<file path="src/rtl/lsu_align_if.sv">
// Bundle between the MEM-stage request/response and the dram port of lsu_align.
// slave = the alignment unit; master = whoever drives requests and models dram.
interface lsu_align_if;
  logic        req_valid;
  logic        req_ready;
  logic        req_write;
  logic [1:0]  req_size;
  logic        req_unsigned;
  logic [31:0] req_addr;
  logic [31:0] req_wdata;
  logic        rsp_valid;
  logic [31:0] rsp_rdata;
  logic        misaligned_err;
  logic        mem_we;
  logic [1:0]  mem_byte_access;
  logic [31:0] mem_addr;
  logic [31:0] mem_wdata;
  logic [31:0] mem_rdata;

  modport slave (
    input  req_valid, req_write, req_size, req_unsigned, req_addr, req_wdata, mem_rdata,
    output req_ready, rsp_valid, rsp_rdata, misaligned_err,
           mem_we, mem_byte_access, mem_addr, mem_wdata
  );

  modport master (
    output req_valid, req_write, req_size, req_unsigned, req_addr, req_wdata, mem_rdata,
    input  req_ready, rsp_valid, rsp_rdata, misaligned_err,
           mem_we, mem_byte_access, mem_addr, mem_wdata
  );
endinterface

</file>
<file path="src/rtl/lsu_align.sv">
// Load/store alignment sequencer in front of a 32-bit, 1-cycle-read dram.
// Define LSU_MISALIGNED_EN to split misaligned accesses; otherwise they complete with misaligned_err.
module lsu_align (
  input  logic       clk,
  input  logic       rst_n,
  lsu_align_if.slave bus
);

  localparam logic [1:0] S_IDLE    = 2'd0;
  localparam logic [1:0] S_LD_LO   = 2'd1;
  localparam logic [1:0] S_LD_HI   = 2'd2;
  localparam logic [1:0] S_ST_BYTE = 2'd3;

`ifdef LSU_MISALIGNED_EN
  localparam logic MIS_EN = 1'b1;
`else
  localparam logic MIS_EN = 1'b0;
`endif

  logic [1:0]  r_state;
  logic [31:0] r_addr;
  logic [31:0] r_wdata;
  logic [31:0] r_lo;
  logic [1:0]  r_size;
  logic [1:0]  r_idx;
  logic        r_unsigned;
  logic        r_cross;

  logic [1:0]  w_next;
  logic [1:0]  w_off;
  logic [2:0]  w_nbytes;
  logic        w_mis;
  logic        w_cross;
  logic [31:0] w_aligned;
  logic [31:0] w_hi_addr;
  logic [4:0]  w_shamt;
  logic [31:0] w_lo_data;
  logic [31:0] w_merged;
  logic [1:0]  w_last;

  logic        w_ready;
  logic        w_rsp_valid;
  logic [31:0] w_rdata;
  logic        w_err;
  logic        w_we;
  logic [1:0]  w_ba;
  logic [31:0] w_addr;
  logic [31:0] w_wdata;

  function automatic logic [31:0] extend(input logic [31:0] d, input logic [1:0] size,
                                         input logic uns);
    case (size)
      2'b00:   return {{24{~uns & d[7]}}, d[7:0]};
      2'b01:   return {{16{~uns & d[15]}}, d[15:0]};
      default: return d;
    endcase
  endfunction

  // dram ByteAccess encoding differs from req_size: 00 word, 01 byte, 10 half.
  function automatic logic [1:0] byte_access(input logic [1:0] size);
    case (size)
      2'b00:   return 2'b01;
      2'b01:   return 2'b10;
      default: return 2'b00;
    endcase
  endfunction

  assign w_off = bus.req_addr[1:0];

  always_comb begin
    case (bus.req_size)
      2'b00:   w_nbytes = 3'd1;
      2'b01:   w_nbytes = 3'd2;
      default: w_nbytes = 3'd4;
    endcase
  end

  assign w_mis   = ((bus.req_size == 2'b01) && w_off[0]) || (bus.req_size[1] && (w_off != 2'b00));
  assign w_cross = ({1'b0, w_off} + w_nbytes) > 3'd4;

  assign w_aligned = {r_addr[31:2], 2'b00};
  assign w_hi_addr = w_aligned + 32'd4;
  assign w_shamt   = {r_addr[1:0], 3'b000};
  assign w_lo_data = bus.mem_rdata >> w_shamt;
  assign w_merged  = 32'({bus.mem_rdata, r_lo} >> w_shamt);
  assign w_last    = (r_size == 2'b00) ? 2'd0 : (r_size == 2'b01) ? 2'd1 : 2'd3;

  // NOTE: every output of this block gets a default first, so no path leaves a latch.
  always_comb begin
    w_next      = r_state;
    w_ready     = 1'b0;
    w_rsp_valid = 1'b0;
    w_rdata     = '0;
    w_err       = 1'b0;
    w_we        = 1'b0;
    w_ba        = 2'b00;
    w_addr      = {bus.req_addr[31:2], 2'b00};
    w_wdata     = '0;
    case (r_state)
      S_IDLE: begin
        w_ready = 1'b1;
        if (bus.req_valid) begin
          if (w_mis && !MIS_EN) begin
            w_rsp_valid = 1'b1;
            w_err       = 1'b1;
          end else if (bus.req_write) begin
            w_we   = 1'b1;
            w_addr = bus.req_addr;
            if (w_mis) begin
              w_ba    = 2'b01;
              w_wdata = {24'd0, bus.req_wdata[7:0]};
              w_next  = S_ST_BYTE;
            end else begin
              w_ba        = byte_access(bus.req_size);
              w_wdata     = bus.req_wdata;
              w_rsp_valid = 1'b1;
            end
          end else begin
            w_next = S_LD_LO;
          end
        end
      end
      S_LD_LO: begin
        if (r_cross) begin
          w_addr = w_hi_addr;
          w_next = S_LD_HI;
        end else begin
          w_addr      = w_aligned;
          w_rsp_valid = 1'b1;
          w_rdata     = extend(w_lo_data, r_size, r_unsigned);
          w_next      = S_IDLE;
        end
      end
      S_LD_HI: begin
        w_addr      = w_hi_addr;
        w_rsp_valid = 1'b1;
        w_rdata     = extend(w_merged, r_size, r_unsigned);
        w_next      = S_IDLE;
      end
      default: begin
        w_we    = 1'b1;
        w_addr  = r_addr + {30'd0, r_idx};
        w_ba    = 2'b01;
        w_wdata = {24'd0, r_wdata[{r_idx, 3'b000} +: 8]};
        if (r_idx == w_last) begin
          w_rsp_valid = 1'b1;
          w_next      = S_IDLE;
        end
      end
    endcase
  end

  // Everything is forced to zero while reset is held, including the combinational IDLE path.
  assign bus.req_ready       = rst_n & w_ready;
  assign bus.rsp_valid       = rst_n & w_rsp_valid;
  assign bus.rsp_rdata       = rst_n ? w_rdata : '0;
  assign bus.misaligned_err  = rst_n & w_err;
  assign bus.mem_we          = rst_n & w_we;
  assign bus.mem_byte_access = rst_n ? w_ba : 2'b00;
  assign bus.mem_addr        = rst_n ? w_addr : '0;
  assign bus.mem_wdata       = rst_n ? w_wdata : '0;

  // NOTE: state uses non-blocking assignments only; every register, lo_q included, is reset.
  always_ff @(posedge clk or negedge rst_n) begin
    if (!rst_n) begin
      r_state    <= S_IDLE;
      r_addr     <= '0;
      r_wdata    <= '0;
      r_lo       <= '0;
      r_size     <= 2'b00;
      r_idx      <= 2'd0;
      r_unsigned <= 1'b0;
      r_cross    <= 1'b0;
    end else begin
      r_state <= w_next;
      if (r_state == S_IDLE && bus.req_valid) begin
        r_addr     <= bus.req_addr;
        r_wdata    <= bus.req_wdata;
        r_size     <= bus.req_size;
        r_unsigned <= bus.req_unsigned;
        r_cross    <= w_cross;
        r_idx      <= 2'd1;
      end else if (r_state == S_ST_BYTE) begin
        r_idx <= r_idx + 2'd1;
      end
      if (r_state == S_LD_LO && r_cross) begin
        r_lo <= bus.mem_rdata;
      end
    end
  end

endmodule

</file>
<file path="src/flat_wrapper.sv">
// flat-port wrapper written by rule: the top's interface ports become plain ports
module lsu_align_flat 
  (clk, rst_n, bus_req_valid, bus_req_write, bus_req_size, bus_req_unsigned, bus_req_addr, bus_req_wdata, bus_mem_rdata, bus_req_ready, bus_rsp_valid, bus_rsp_rdata, bus_misaligned_err, bus_mem_we, bus_mem_byte_access, bus_mem_addr, bus_mem_wdata);
  lsu_align_if bus_i ();
  input  logic clk;
  input  logic rst_n;
  input wire logic [$bits(bus_i.req_valid)-1:0] bus_req_valid;
  input wire logic [$bits(bus_i.req_write)-1:0] bus_req_write;
  input wire logic [$bits(bus_i.req_size)-1:0] bus_req_size;
  input wire logic [$bits(bus_i.req_unsigned)-1:0] bus_req_unsigned;
  input wire logic [$bits(bus_i.req_addr)-1:0] bus_req_addr;
  input wire logic [$bits(bus_i.req_wdata)-1:0] bus_req_wdata;
  input wire logic [$bits(bus_i.mem_rdata)-1:0] bus_mem_rdata;
  output wire logic [$bits(bus_i.req_ready)-1:0] bus_req_ready;
  output wire logic [$bits(bus_i.rsp_valid)-1:0] bus_rsp_valid;
  output wire logic [$bits(bus_i.rsp_rdata)-1:0] bus_rsp_rdata;
  output wire logic [$bits(bus_i.misaligned_err)-1:0] bus_misaligned_err;
  output wire logic [$bits(bus_i.mem_we)-1:0] bus_mem_we;
  output wire logic [$bits(bus_i.mem_byte_access)-1:0] bus_mem_byte_access;
  output wire logic [$bits(bus_i.mem_addr)-1:0] bus_mem_addr;
  output wire logic [$bits(bus_i.mem_wdata)-1:0] bus_mem_wdata;
  assign bus_i.req_valid = bus_req_valid;
  assign bus_i.req_write = bus_req_write;
  assign bus_i.req_size = bus_req_size;
  assign bus_i.req_unsigned = bus_req_unsigned;
  assign bus_i.req_addr = bus_req_addr;
  assign bus_i.req_wdata = bus_req_wdata;
  assign bus_i.mem_rdata = bus_mem_rdata;
  assign bus_req_ready = bus_i.req_ready;
  assign bus_rsp_valid = bus_i.rsp_valid;
  assign bus_rsp_rdata = bus_i.rsp_rdata;
  assign bus_misaligned_err = bus_i.misaligned_err;
  assign bus_mem_we = bus_i.mem_we;
  assign bus_mem_byte_access = bus_i.mem_byte_access;
  assign bus_mem_addr = bus_i.mem_addr;
  assign bus_mem_wdata = bus_i.mem_wdata;
  lsu_align u_core (.clk(clk), .rst_n(rst_n), .bus(bus_i));
endmodule
</file>
<file path="config.mk">
export PLATFORM = sky130hd
export DESIGN_NAME = lsu_align_flat
export DESIGN_NICKNAME = d
export VERILOG_FILES = /design/src/rtl/lsu_align_if.sv /design/src/rtl/lsu_align.sv /design/src/flat_wrapper.sv
export SDC_FILE = /design/constraint.sdc
export NUM_CORES = 1
export LEC_CHECK = 0
export CAP_MARGIN = 10
export CORE_UTILIZATION = 31
export DETAILED_ROUTE_END_ITERATION = 12
export GPL_TIMING_DRIVEN = 0
export PLACE_DENSITY_LB_ADDON = 0.25
export REMOVE_ABC_BUFFERS = 1
export SETUP_SLACK_MARGIN = 0.15
export SLEW_MARGIN = 30
export SYNTH_ARGS = -nofsm -noshare
export SYNTH_HDL_FRONTEND = slang
export SYNTH_SLANG_ARGS = --single-unit
</file>
<file path="constraint.sdc">
create_clock -name clk -period 2.65 [get_ports clk]
set_input_delay 0.53 -clock clk [delete_from_list [all_inputs] [get_ports clk]]
set_output_delay 0.53 -clock clk [all_outputs]
set_load 0.005 [all_outputs]
</file>
Word level (Yosys, flattened, before mapping)
Index checks and enable logic that the tools add are counted.
Word-level totals
  flip-flop bits (word level): 104
  bits of input ports: 103
  output and inout bits: 102
  word-level logic and storage cells: 93
Operators by class
  $add $sub $neg: 4
  $lt $le $gt $ge: 1
  equality and inequality tests: 9
  shift-type cells: 3
  muxes and demuxes: 46
  bitwise gates (word level): 9
  reduce and logical (&&, ||, !) cells: 13
Operator list (count)
  $mux W32: 8
  $pmux W32 S2: 4
  $pmux W32 S3: 1
  $shr A64 B5 Y32: 1
  $add A32 B2 Y32: 1
  $add A32 B3 Y32 const B: 1
  $mux W2: 16
  $shiftx A32 B6 Y8: 1
  $shr A32 B5 Y32: 1
  $mux W1: 11
  $and A1 B1 Y1: 8
  $pmux W2 S2: 2
  $eq A2 B1 Y1 const B: 3
  $logic_not A2 Y1: 3
  $ne A2 B2 Y1 const B: 3
  $pmux W2 S3: 1
  $pmux W3 S2: 1
  $eq A2 B2 Y1 const B: 2
  $logic_and A1 B1 Y1: 4
  $reduce_and A4 Y1: 1
  $reduce_bool A2 Y1: 2
  $reduce_bool A4 Y1: 1
  $add A2 B3 Y3: 1
  $gt A3 B3 Y1 const B: 1
  7 further kinds: 7

Longest topological paths before layout
Gate-level depths: netlist of run 1.
  depth in word-level cells: 7
  depth in mapped cells: 8
  depth with buffers taken out: 7

Worst setup path after synthesis of run 1
OpenSTA, ideal clock, no wires.
  path type: reg2out
  start point: register u_core.r_addr[0]
  end point: output port bus_mem_addr[26]
  arrival time: 2.258 ns
  required time: 2.120 ns
  setup slack: -0.138 ns
  stages on the path, launching flop included: 8
  path through: dfrtp_1 ha_1 fa_1 nand4_1 nor3_2 nand3_1 xor2_1 a2111oi_0
Between the ends
  word-level cells in the longest chain between the ends: 3
Ends and longest elaborated chain
  from (decl): RTL line lsu_align.sv:21  | logic [31:0] r_addr;
  from (signal assigned): RTL line lsu_align.sv:177  | r_addr <= bus.req_addr;
  $add A32 B2 Y32: RTL line lsu_align.sv:142  | w_addr = r_addr + {30'd0, r_idx};
  $pmux W32 S3: RTL line lsu_align.sv:99  | case (r_state)
  $mux W32: RTL line lsu_align.sv:160  | assign bus.mem_addr = rst_n ? w_addr : '0;
  to (decl): RTL line flat_wrapper.sv:20  | output wire logic [$bits(bus_i.mem_addr)-1:0] bus_mem_addr;
Every way passes these cells.

Worst setup path in the final report of run 1
  start point: register u_core.r_state[0]
  end point: output port bus_mem_addr[16]
Between the ends
  word-level cells in the longest chain between the ends: 3
  elaborated cells between the ends (all ways): 5
Ends and longest elaborated chain
  from (decl): RTL line lsu_align.sv:20  | logic [1:0] r_state;
  from (signal assigned): RTL line lsu_align.sv:175  | r_state <= w_next;
  $eq A2 B2 Y1 (tied with other cells): RTL line lsu_align.sv:99
  $pmux W32 S3 (*): RTL line lsu_align.sv:99
  $mux W32 (*): RTL line lsu_align.sv:160
Every way passes the cells marked *; elsewhere a longest branch is shown, timed or not.

==> summary.md, run 1 <==
| Metric | Value |
|---|---|
| Status | `finished, violations left` |
| Failing checks | `negative setup slack` |
| Input/output buffers | `204` |
| Crit path max fanout | `3` |
| Pwr dens | `1062 nW/µm²` |
| Full die area | `28180 µm²` |
| First-pass GRT wire length | `58.38 mm` |
| Fmax achieved | `0.3111 GHz` |
| Sequential cell area | `2646 µm²` |
| NetSw | `7.401 mW` |
| # DRC | `0` |
| Most common flop cell mapped by yosys | `dfrtp_1` |
| CP arrival | `2.68 ns` |
| I/O pins | `205` |
| Worst R2R Setup Slack | `0.24 ns` |
| Most common cell after layout, fill and taps aside | `nand2_1` |
| Int Pwr | `8.955 mW` |
| Post-Syn Area per Cell | `7.867 µm²` |
| Final Hold Viols | `0` |
| Total GRT Usage | `26.78%` |
| Core area | `26950 µm²` |
| Most frequent cells in the layout | `256 x nand2_1, 123 x buf_4, 97 x buf_2` |
| Number of global-route vias before repair | `10.28k` |
| Die H | `167.9 µm` |
| Total congestion overflow | `0` |
| Area grow syn2layout | `80.52%` |
| Initial Util | `31.64%` |
| Clock skew | `0.01142 ns` |
| Later-pin clock latency in the skew report | `0.37 ns` |
| Setup crit start kind | `flip-flop` |
| Clk sinks | `104` |
| CTS clk-pin slew, worst paths | `0.08 ns` |
| Syn Std Cell Area | `8528 µm²` |
| 1st-pass router iterations | `8` |
| Die width | `167.9 µm` |
| EDFF count, synth | `0` |
| # rows | `60` |
| ANT nets after route | `0` |
| Synth async-reset ratio | `100.0%` |
| Fillers | `2282` |
| CTS Buffer Depth | `2` |
| Slew headroom | `56.07%` |
| Crit Path Class | `flip-flop to output port` |
| Final setup fails | `99` |
| Comb pwr share | `70.4%` |
| Leak Pwr | `6.619 nW` |
| Switching part of the total | `45.25%` |
| Drt via density | `5.861` |
| #FFs+latches synth | `104` |
| Reg power frac | `21.0%` |
| Fin crit share | `121.3%` |
| Final Critical Period | `3.214 ns` |
| Ys Warns | `0` |
| Unrepaired setup endpoints after global routing | `yes` |
| Post-Syn Instances | `1084` |
| Worst min path class | `input port to asynchronous set/reset pin` |
| Diodes inserted | `0` |
| Largest net degree at the start of global routing | `52` |
| CTS H-tree depth | `3` |
| Fraction of layout cells with a size suffix above 1 | `47.71%` |
| Max Cap Viol | `0` |
| Area of the multi-input gates | `7008 µm²` |
| Sequential share of the synthesized area | `30.52%` |
| Worst-margin pin slew | `0.6590 ns` |
| TritonCTS clock tree | `yes` |
| Yosys cell types | `64` |
| Final #Nets | `1592` |
| Root Driver | `clkbuf_16` |
| Critical path endpoint category | `output port` |
| Max-slew violation count | `0` |
| CTS buffer count | `9` |
| Peak VDD IR | `0.5403 mV` |
| Routed vias | `10.70k` |
| Post-DP HPWL | `19.52 mm` |
| Setup ws final | `-0.5642 ns` |
| Initial antenna violation count | `1` |
| Iter 0 DRT Violations | `1024` |
| Critical Path RT | `2.12 ns` |
| Drt total wl | `41.68 mm` |
| Power Total | `16.36 mW` |
| RD Place Congestion | `0.8604` |
| Clock share of power | `8.7%` |
| Routed len/inst | `22.84 µm` |
| Post-Route Utilization | `57.12%` |
critical path: stages (launching register included):
cell     delay, ns
dfrtp_2       0.48
buf_6         0.14
buf_6         0.10
buf_6         0.10
ha_4          0.16
buf_12        0.13
buf_8         0.12
nor2b_4       0.13
or4_4         0.41
a21oi_2       0.14
o21a_1        0.24
buf_2         0.16
Yosys cell counts (6+ instances only):
master	number	share of area [%]
xor2_1	21	2.2
nand3_1	24	1.4
a31oi_1	15	1.1
nand2_1	288	13
ha_1	8	1.2
a221oi_1	18	1.8
and4_1	9	0.92
nor2b_1	13	0.95
inv_1	11	0.48
a221o_1	9	1.1
a2bb2oi_1	6	0.62
mux2i_1	29	3.4
a211oi_1	24	2.1
buf_2	25	1.5
a32oi_1	9	0.92
o21ai_0	53	3.1
nand4_1	19	1.4
buf_1	15	0.66
o21a_1	6	0.53
xnor2_1	7	0.72
mux4_2	18	4.8
a22oi_1	9	0.79
mux2_2	48	6.3
o211ai_1	8	0.70
a21oi_1	64	3.8
nor4_1	13	0.95
dfrtp_1	104	31
nor3_1	10	0.59
o22ai_1	11	0.81
nor2_1	67	2.9
clkbuf_1	59	2.6
per-layer routing:
layer	global-route usage, %	wire (µm)
met1	33.60	16770
met5	0	0
met4	13.48	1914
met3	5.736	3530
met2	43.46	19470
path summary, 6_finish.rpt:
check	start	cells after the start	end
worst max-delay path	u_core.r_state[0]	11	bus_mem_addr[16]
worst min-delay path	rst_n	1	u_core.r_lo[29]
worst max register to register	u_core.r_state[0]	15	u_core.r_addr[0]
worst min register to register	u_core.r_wdata[23]	2	u_core.r_wdata[23]
max in group asynchronous	rst_n	2	u_core.r_lo[13]
min in group clk	u_core.r_wdata[23]	2	u_core.r_wdata[23]
repair_timing:
item / in CTS / in global routing
hold buffers: 0 / 0
setup endpoints to repair: 102 / 101
resized for setup: 708 / 189
pin swaps: 108 / 87
cloned: 23 / 8
setup buffers: 167 / 74
through the flow:
stage	area [µm²]	TNS [ns]	instances	hold slack (ns)	setup WS (ns)
6_report	15390	-32.22	1825	0.1015	-0.5642
5_1_grt	15390	-39.08	1825	0.1072	-0.6500
4_1_cts	13840	-19.68	1743	0.1140	-0.5476
3_5_place_dp	10900	-113.37	1537	0.4588	-1.857
3_3_place_gp	10570	-1267.66	1526	0.4545	-7.767
2_1_floorplan	8098	-116.84	981	0.2344	-1.682
logic make-up (layout without fill, tap and decap cells):
kind of cell | Yosys count | after routing | synth area share (%)
AOI/OAI and AO/OA | 259 | 260 | 20.17
xor gates and xnor gates | 28 | 28 | 2.876
adders and majority gates | 10 | 10 | 1.643
buffers and inverters | 114 | 508 | 5.531
DFF | 104 | 104 | 30.52
muxes | 95 | 95 | 14.50
and+or+nand+nor | 474 | 479 | 24.77
area by class of cell:
cell class	count	share of cell area, %
clock inverter	7	0.4470
tap	341	2.771
inverter	11	0.3414
sequential	104	17.19
timing repair buffer	481	32.27
multi-input combinational	872	45.52
clock buffer	9	1.463
registers in the layout, indices dropped and copies added, names as in the netlist:
signal,count
u_core.r_size,2
u_core.r_wdata,32
u_core.r_unsigned,1
u_core.r_lo,32
u_core.r_addr,32
u_core.r_cross,1
u_core.r_idx,2
u_core.r_state,2
power by group through the flow:
stage | Clock (mW) | Sequential (mW) | Combinational, mW
after floorplan | 0 | 3.32 | 3.99
after global placement | 0 | 3.70 | 5.83
after detailed placement | 0 | 3.50 | 6.31
after CTS | 1.43 | 3.31 | 9.66
after global routing | 1.50 | 3.53 | 12.1
final | 1.42 | 3.43 | 11.5
Note: power is estimated with default switching activity, not from simulation.
==> run 2: changes to the inputs <==
--- a/config.mk
+++ b/config.mk
@@ -12,7 +12,7 @@
 export PLACE_DENSITY_LB_ADDON = 0.25
 export REMOVE_ABC_BUFFERS = 1
 export SETUP_SLACK_MARGIN = 0.15
-export SLEW_MARGIN = 30
+export SLEW_MARGIN = 10
 export SYNTH_ARGS = -nofsm -noshare
 export SYNTH_HDL_FRONTEND = slang
 export SYNTH_SLANG_ARGS = --single-unit
==> constraint.sdc (replaced) <==
create_clock -name clk -period 2.65 [get_ports clk]
set_input_delay 0.3975 -clock clk [delete_from_list [all_inputs] [get_ports clk]]
set_output_delay 0.3975 -clock clk [all_outputs]
set_load 0.005 [all_outputs]
==> run 2 against run 1 <==
- the run ends with negative hold slack, negative setup slack left
- utilization fell by 1.3 points
- total power decreased by 0.85%
- via count fell by 0.63%
- final cell count down 0.11%
- clock power is essentially flat
- combinational power about the same
- global-route usage grew 0.26 points
- sequential cell count unchanged
- first-iteration DRC count is 18% lower
- critical path type unchanged
==> summary.md, run 2 (same netlist as run 1, synthesis figures left out) <==
| Metric | Value |
|---|---|
| CTS clk-pin slew, worst paths | `0.08 ns (about the same)` |
| # rows | `60 (unchanged)` |
| Fraction of layout cells with a size suffix above 1 | `47.71% (about the same)` |
| Drt via density | `5.831 (was 5.861)` |
| Worst hold slack | `-0.01027 ns (was 0.1015 ns)` |
| Peak VDD IR | `0.4509 mV (was 0.5403 mV)` |
| Non-filler cells, final | `1823 (was 1825)` |
| Initial antenna violation count | `1 (unchanged)` |
| Post-DP HPWL | `19.55 mm (was 19.52 mm)` |
| Initial Util | `31.64% (unchanged)` |
| Largest net degree at the start of global routing | `76 (was 52)` |
| Full die area | `28180 µm² (unchanged)` |
| # DRC | `0 (unchanged)` |
| Fmax achieved | `0.3312 GHz (was 0.3111 GHz)` |
| Die H | `167.9 µm (unchanged)` |
| Comb pwr share | `70.4% (about the same)` |
| Worst-margin pin slew | `0.6196 ns (was 0.6590 ns)` |
| Fin crit share | `113.9% (was 121.3%)` |
| Dpl cells | `1537 (unchanged)` |
| Root Driver | `clkbuf_16 (unchanged)` |
| Number of global-route vias before repair | `10.16k (was 10.28k)` |
| Status | `finished, violations left (unchanged)` |
| Area grow syn2layout | `76.45% (was 80.52%)` |
| Total congestion overflow | `0 (unchanged)` |
| Final Hold Viols | `1 (was 0)` |
| Worst min path class | `input port to asynchronous set/reset pin (unchanged)` |
| Crit path max fanout | `8 (was 3)` |
| Critical path endpoint category | `output port (unchanged)` |
| Switching part of the total | `45.20% (was 45.25%)` |
| Most frequent cells in the layout | `267 x nand2_1, 133 x buf_4, 97 x clkdlybuf4s50_1 (was 256 x nand2_1, 123 x buf_4, 97 x buf_2)` |
| Failing checks | `negative hold slack, negative setup slack (was negative setup slack)` |
| Total GRT Usage | `27.04% (was 26.78%)` |
| Pwr dens | `1078 nW/µm² (was 1062 nW/µm²)` |
| Clock share of power | `8.8% (was 8.7%)` |
| Max-slew violation count | `0 (unchanged)` |
| Final Critical Period | `3.020 ns (was 3.214 ns)` |
| First-pass GRT wire length | `59.16 mm (was 58.38 mm)` |
| TNS Setup | `-12.86 ns (was -32.22 ns)` |
| Routed vias | `10.63k (was 10.70k)` |
| Final #Nets | `1590 (was 1592)` |
| TritonCTS clock tree | `yes (unchanged)` |
| FF-to-FF Start | `u_core.r_state[0] (unchanged)` |
| Worst R2R Setup Slack | `0.58 ns (was 0.24 ns)` |
| Iter 0 DRT Violations | `844 (was 1024)` |
| Setup crit start kind | `flip-flop (unchanged)` |
| Input/output buffers | `204 (unchanged)` |
| Slew headroom | `58.69% (was 56.07%)` |
| CTS H-tree depth | `3 (unchanged)` |
| Setup ws final | `-0.3696 ns (was -0.5642 ns)` |
| Routed len/inst | `22.05 µm (was 22.84 µm)` |
| 1st-pass router iterations | `6 (was 8)` |
| Power Total | `16.22 mW (was 16.36 mW)` |
| Area of the multi-input gates | `6978 µm² (was 7008 µm²)` |
| Clock skew | `0.009755 ns (was 0.01142 ns)` |
| CP arrival | `2.62 ns (was 2.68 ns)` |
| Dpl ws | `-1.724 ns (was -1.857 ns)` |
| Final instance area | `15050 µm² (was 15390 µm²)` |
| CTS buffer count | `9 (unchanged)` |
| Fillers | `2306 (was 2282)` |
| Leak Pwr | `6.447 nW (was 6.619 nW)` |
| Final setup fails | `77 (was 99)` |
| Sequential cell area | `2651 µm² (was 2646 µm²)` |
| NetSw | `7.329 mW (was 7.401 mW)` |
| Unrepaired setup endpoints after global routing | `yes (unchanged)` |
| Core area | `26950 µm² (unchanged)` |
| Max Cap Viol | `0 (unchanged)` |
| Reg2reg path depth | `7 (was 15)` |
| Most common cell after layout, fill and taps aside | `nand2_1 (unchanged)` |
| Post-Route Utilization | `55.84% (was 57.12%)` |
| Later-pin clock latency in the skew report | `0.37 ns (about the same)` |
| Area after DPL | `10850 µm² (was 10900 µm²)` |
| Crit Path Class | `flip-flop to output port (unchanged)` |
| Int Pwr | `8.887 mW (was 8.955 mW)` |
| ANT nets after route | `0 (unchanged)` |
| Critical Path RT | `2.25 ns (was 2.12 ns)` |
| Clk sinks | `104 (unchanged)` |
| I/O pins | `205 (unchanged)` |
| Diodes inserted | `0 (unchanged)` |
| CTS Buffer Depth | `2 (unchanged)` |
| Drt total wl | `40.20 mm (was 41.68 mm)` |
| Top flop regs | `u_core.r_addr (32), u_core.r_lo (32), u_core.r_wdata (32) (unchanged)` |
| Worst R2R End | `u_core.r_lo[30] (was u_core.r_addr[0])` |
| RD Place Congestion | `0.8604 (unchanged)` |
| Reg power frac | `20.8% (was 21.0%)` |
| Die width | `167.9 µm (unchanged)` |
-- run 2: cell count changes in the layout (fill, tap and decap cells not counted), sizes merged, moves of 2 or more --
cell	change
buf	-11
bufbuf	-2
clkdlybuf4s50	+3
dlygate4sd2	-4
clkbuf	+9
-- run 2: layout make-up --
cell class	count	share of cell area, %
clock inverters	7	0.4906
inverters	11	0.3492
flip-flops and latches	104	17.62
multi-input cells	874	46.37
well taps	341	2.835
repair buffers	477	30.84
clock buffers	9	1.497
-- run 2: worst max-delay path, cell delays in order (launching register included) --
cell and delay [ns]:
dfrtp_4 0.51, buf_12 0.16, mux2i_4 0.23, a2111oi_4 0.41
nand3_2 0.17, a21oi_4 0.23, buf_12 0.14, buf_6 0.10
a221o_1 0.10, clkdlybuf4s15_2 0.20
-- run 2: worst max-delay path by stage --
stage	from	end	slack (ns)
after floorplan	u_core.r_addr[0]	bus_mem_addr[26]	-1.55
after global placement	rst_n	bus_mem_addr[26]	-7.50
after detailed placement	u_core.r_idx[0]	bus_mem_addr[26]	-1.72
after CTS	u_core.r_idx[0]	bus_mem_addr[30]	-0.38
after global routing	u_core.r_addr[0]	bus_rsp_rdata[29]	-0.44
final	u_core.r_addr[1]	bus_rsp_rdata[28]	-0.37
-- run 2: power groups by stage --
stage	clock, mW	sequential, mW	combinational (mW)
after floorplan	0	3.32	3.99
after global placement	0	3.70	5.83
after detailed placement	0	3.62	6.12
after CTS	1.44	3.32	9.87
after global routing	1.50	3.48	12.0
final	1.42	3.38	11.4
-- run 2: routing by layer --
| metal | vias to the layer above | global-route usage [%] | wire, µm |
|---|---|---|---|
| met5 | - | 0 | 0 |
| met4 | 0 | 11.17 | 1673 |
| li1 | 4719 | - | - |
| met3 | 137 | 5.689 | 3227 |
| met1 | 5173 | 34.86 | 16320 |
| met2 | 601 | 43.93 | 18990 |
-- run 2: what timing repair did --
action	CTS	global route
setup buffers	180	69
setup endpoints to repair	102	102
cloned	19	2
hold buffers	0	0
pin swaps	123	100
resized for setup	660	212
==> variant: new RTL, flow settings as in run 1 <==
Put a register stage on the output `bus.misaligned_err`, without a reset. The value now appears one clock later.
--- a/src/rtl/lsu_align.sv
+++ b/src/rtl/lsu_align.sv
@@ -156,3 +156,5 @@
   assign bus.rsp_rdata       = rst_n ? w_rdata : '0;
-  assign bus.misaligned_err  = rst_n & w_err;
+  always_ff @(posedge clk) begin
+    bus.misaligned_err <= rst_n & w_err;
+  end
   assign bus.mem_we          = rst_n & w_we;
Function: changed (Yosys sat finds a counterexample within 4 cycles, from zero or initial values and one cycle with rst_n low).
==> variant against run 1 <==
- setup slack improved by 0.018 ns
- sequential cell count rose by 1
- wire length shrank 5.5%
- critical endpoint is now bus_rsp_rdata[24]
- the run still ends with negative setup slack left
- largest power group unchanged
- largest cell class unchanged
- final area is 1.6% lower
- utilization shrank 1.4 points
- total power increased by 2.7%
- first-iteration DRC count is 7.4% higher
- area after synthesis is 1.3% higher
==> variant: results (changes against run 1) <==
Status
  • Outcome: finished with violations (unchanged)
  • Failing checks: negative setup slack (unchanged)

Finish
  • Layout cells sized above 1: 0.494 (was 0.477)
  • Layout Cells excl Fill: 1818 (was 1825)
  • Layout Nets: 1554 (was 1592)
  • Top Registers: u_core.r_addr x32, u_core.r_lo x32, u_core.r_wdata x32 (unchanged)
  • Fillers: 2365 (was 2282)
  • Final antenna diode count: 0 (unchanged)

STA
  • Clk_skew: 0.0150 ns (was 0.0114 ns)
  • Final setup violation count: 94 (was 99)
  • PnR worst setup slack: -0.547 ns (was -0.564 ns)
  • Worst Tran Pin Value: 0.567 ns (was 0.659 ns)
  • Total negative slack: -25.04 ns (was -32.22 ns)

Synthesis
  • Async set or reset register ratio after synthesis: 0.990 (was 1.00)
  • Mapped Cells: 1071 (was 1084)
  • Most area-consuming cells after synthesis: dfrtp_1 30%, nand2_1 12%, mux2_2 7.2% (was dfrtp_1 31%, nand2_1 13%, mux2_2 6.3%)
  • Synth cell count leaders: 268 x nand2_1, 104 x dfrtp_1, 85 x nor2_1 (was 288 x nand2_1, 104 x dfrtp_1, 67 x nor2_1)
  • Library cells used by synthesis: 76 (was 64)
  • Syn. warnings: 0 (unchanged)
  • Sequential-to-total area share from yosys stat: 0.304 (was 0.305)

Clock network
  • Reg clk slew, reported paths: 0.08 ns (about the same)
  • Clock latency on the worst-skew pair: 0.37 ns (about the same)
  • Hold-fix buffer count after cts: 0 (unchanged)
  • # H-tree levels: 3 (unchanged)

Power
  • Peak supply drop: 0.586 mV (was 0.540 mV)
  • Leakage: 6.60 nW (was 6.62 nW)

Placement
  • Post-DP Area: 0.0111 mm² (was 0.0109 mm²)
  • Final GP Congestion: 0.812 (was 0.860)
  • Port Buffer Count: 204 (unchanged)
  • Post-place setup slack: -2.01 ns (was -1.86 ns)
  • Detail Placement HPWL: 20.5 mm (was 19.5 mm)

Critical path
  • Worst Path Arrival: 2.67 ns (was 2.68 ns)
  • CP max stage cell: dfrtp_4 (was dfrtp_2)
  • Crit path largest cell delay: 0.51 ns (was 0.48 ns)
  • Crit path max fanout: 6 (was 3)

Routing
  • Vias/cell: 5.76 (was 5.86)
  • Wire per inst: 21.7 µm (was 22.8 µm)
  • Drt pass-1 iters: 5 (was 8)
  • Drt first-iter violations: 1100 (was 1024)

GRT
  • Initial antenna violation count: 0 (was 1)
  • Largest net degree at the start of global routing: 46 (was 52)
  • Vias in the first global route: 10100 (was 10300)
  • Total GRT Usage: 0.264 (was 0.268)
  • First-pass GRT wire length: 58.2 mm (was 58.4 mm)

Hold path
  • Min-Delay Path Class: primary input to async pin (unchanged)
[variant: cell types whose count changed after synthesis, moves of 8 or more]
| cell | change |
|---|---|
| xnor2_1 | +14 |
| a21oi_1 | -15 |
| a211o_1 | +8 |
| nand2_1 | -20 |
| nor2_1 | +18 |
| xor2_1 | -10 |
| a211oi_1 | +9 |
| o21ai_0 | -11 |
[variant: power breakdown]
group | leakage, nW | switching (mW) | internal (mW)
registers | 1.23 | 0.983 | 2.45
clock network | 0.138 | 0.748 | 0.666
logic | 5.23 | 5.85 | 6.09
total | 6.60 | 7.58 | 9.21
[variant: kinds of logic after synthesis]
kind of cell,share of synthesized area
muxes,0.156
and+or+nand+nor,0.236
buffers and inverters,0.0600
xor gates and xnor gates,0.0325
DFF,0.304
adders and majority gates,0.0162
AOI/OAI and AO/OA,0.196
[variant: final cells by class]
| class | count | area, µm² | area share |
|---|---|---|---|
| clock buffers | 10 | 229 | 0.0151 |
| clock inverters | 6 | 56.3 | 0.00372 |
| inverters | 15 | 71.3 | 0.00471 |
| multi-input cells | 851 | 7070 | 0.466 |
| flip-flops and latches | 105 | 2670 | 0.176 |
| well taps | 372 | 465 | 0.0307 |
| repair buffers | 459 | 4590 | 0.303 |
[variant: worst max-delay path: cells and delay by family (launching register included)]
family,cells,cell delay [ns]
and+or+nand+nor,1,0.16
buffers and inverters,3,0.42
muxes,2,0.71
AOI/OAI and AO/OA,2,0.51
DFF,1,0.51
[variant: layer usage]
layer / GRT usage / vias up / share of wire
li1: - / 4613 / -
met1: 0.346 / 5133 / 0.40
met2: 0.433 / 606 / 0.48
met3: 0.0433 / 115 / 0.084
met4: 0.106 / 0 / 0.037
met5: 0 / - / 0
[variant: path summary, 6_finish.rpt]
kind                                         start                 end  slack (ns)  depth (start not counted)
max in group asynchronous                    rst_n   u_core.r_addr[22]        2.02                          2
worst min-delay path                         rst_n    u_core.r_addr[6]        0.03                          1
worst max-delay path              u_core.r_addr[1]   bus_rsp_rdata[24]       -0.55                          8
min in group clk                u_core.r_wdata[26]  u_core.r_wdata[26]        0.47                          2
worst max register to register   u_core.r_state[0]   u_core.r_state[1]        0.41                         12
worst min register to register  u_core.r_wdata[26]  u_core.r_wdata[26]        0.47                          2
[variant: timing repair]
| item | in CTS | in global routing |
|---|---|---|
| setup buffers | 180 | 48 |
| setup endpoints to repair | 101 | 101 |
| gates resized for setup | 719 | 182 |
| endpoints found under the hold margin | 0 | 0 |
| gates cloned | 17 | 1 |
| pin swaps | 154 | 88 |
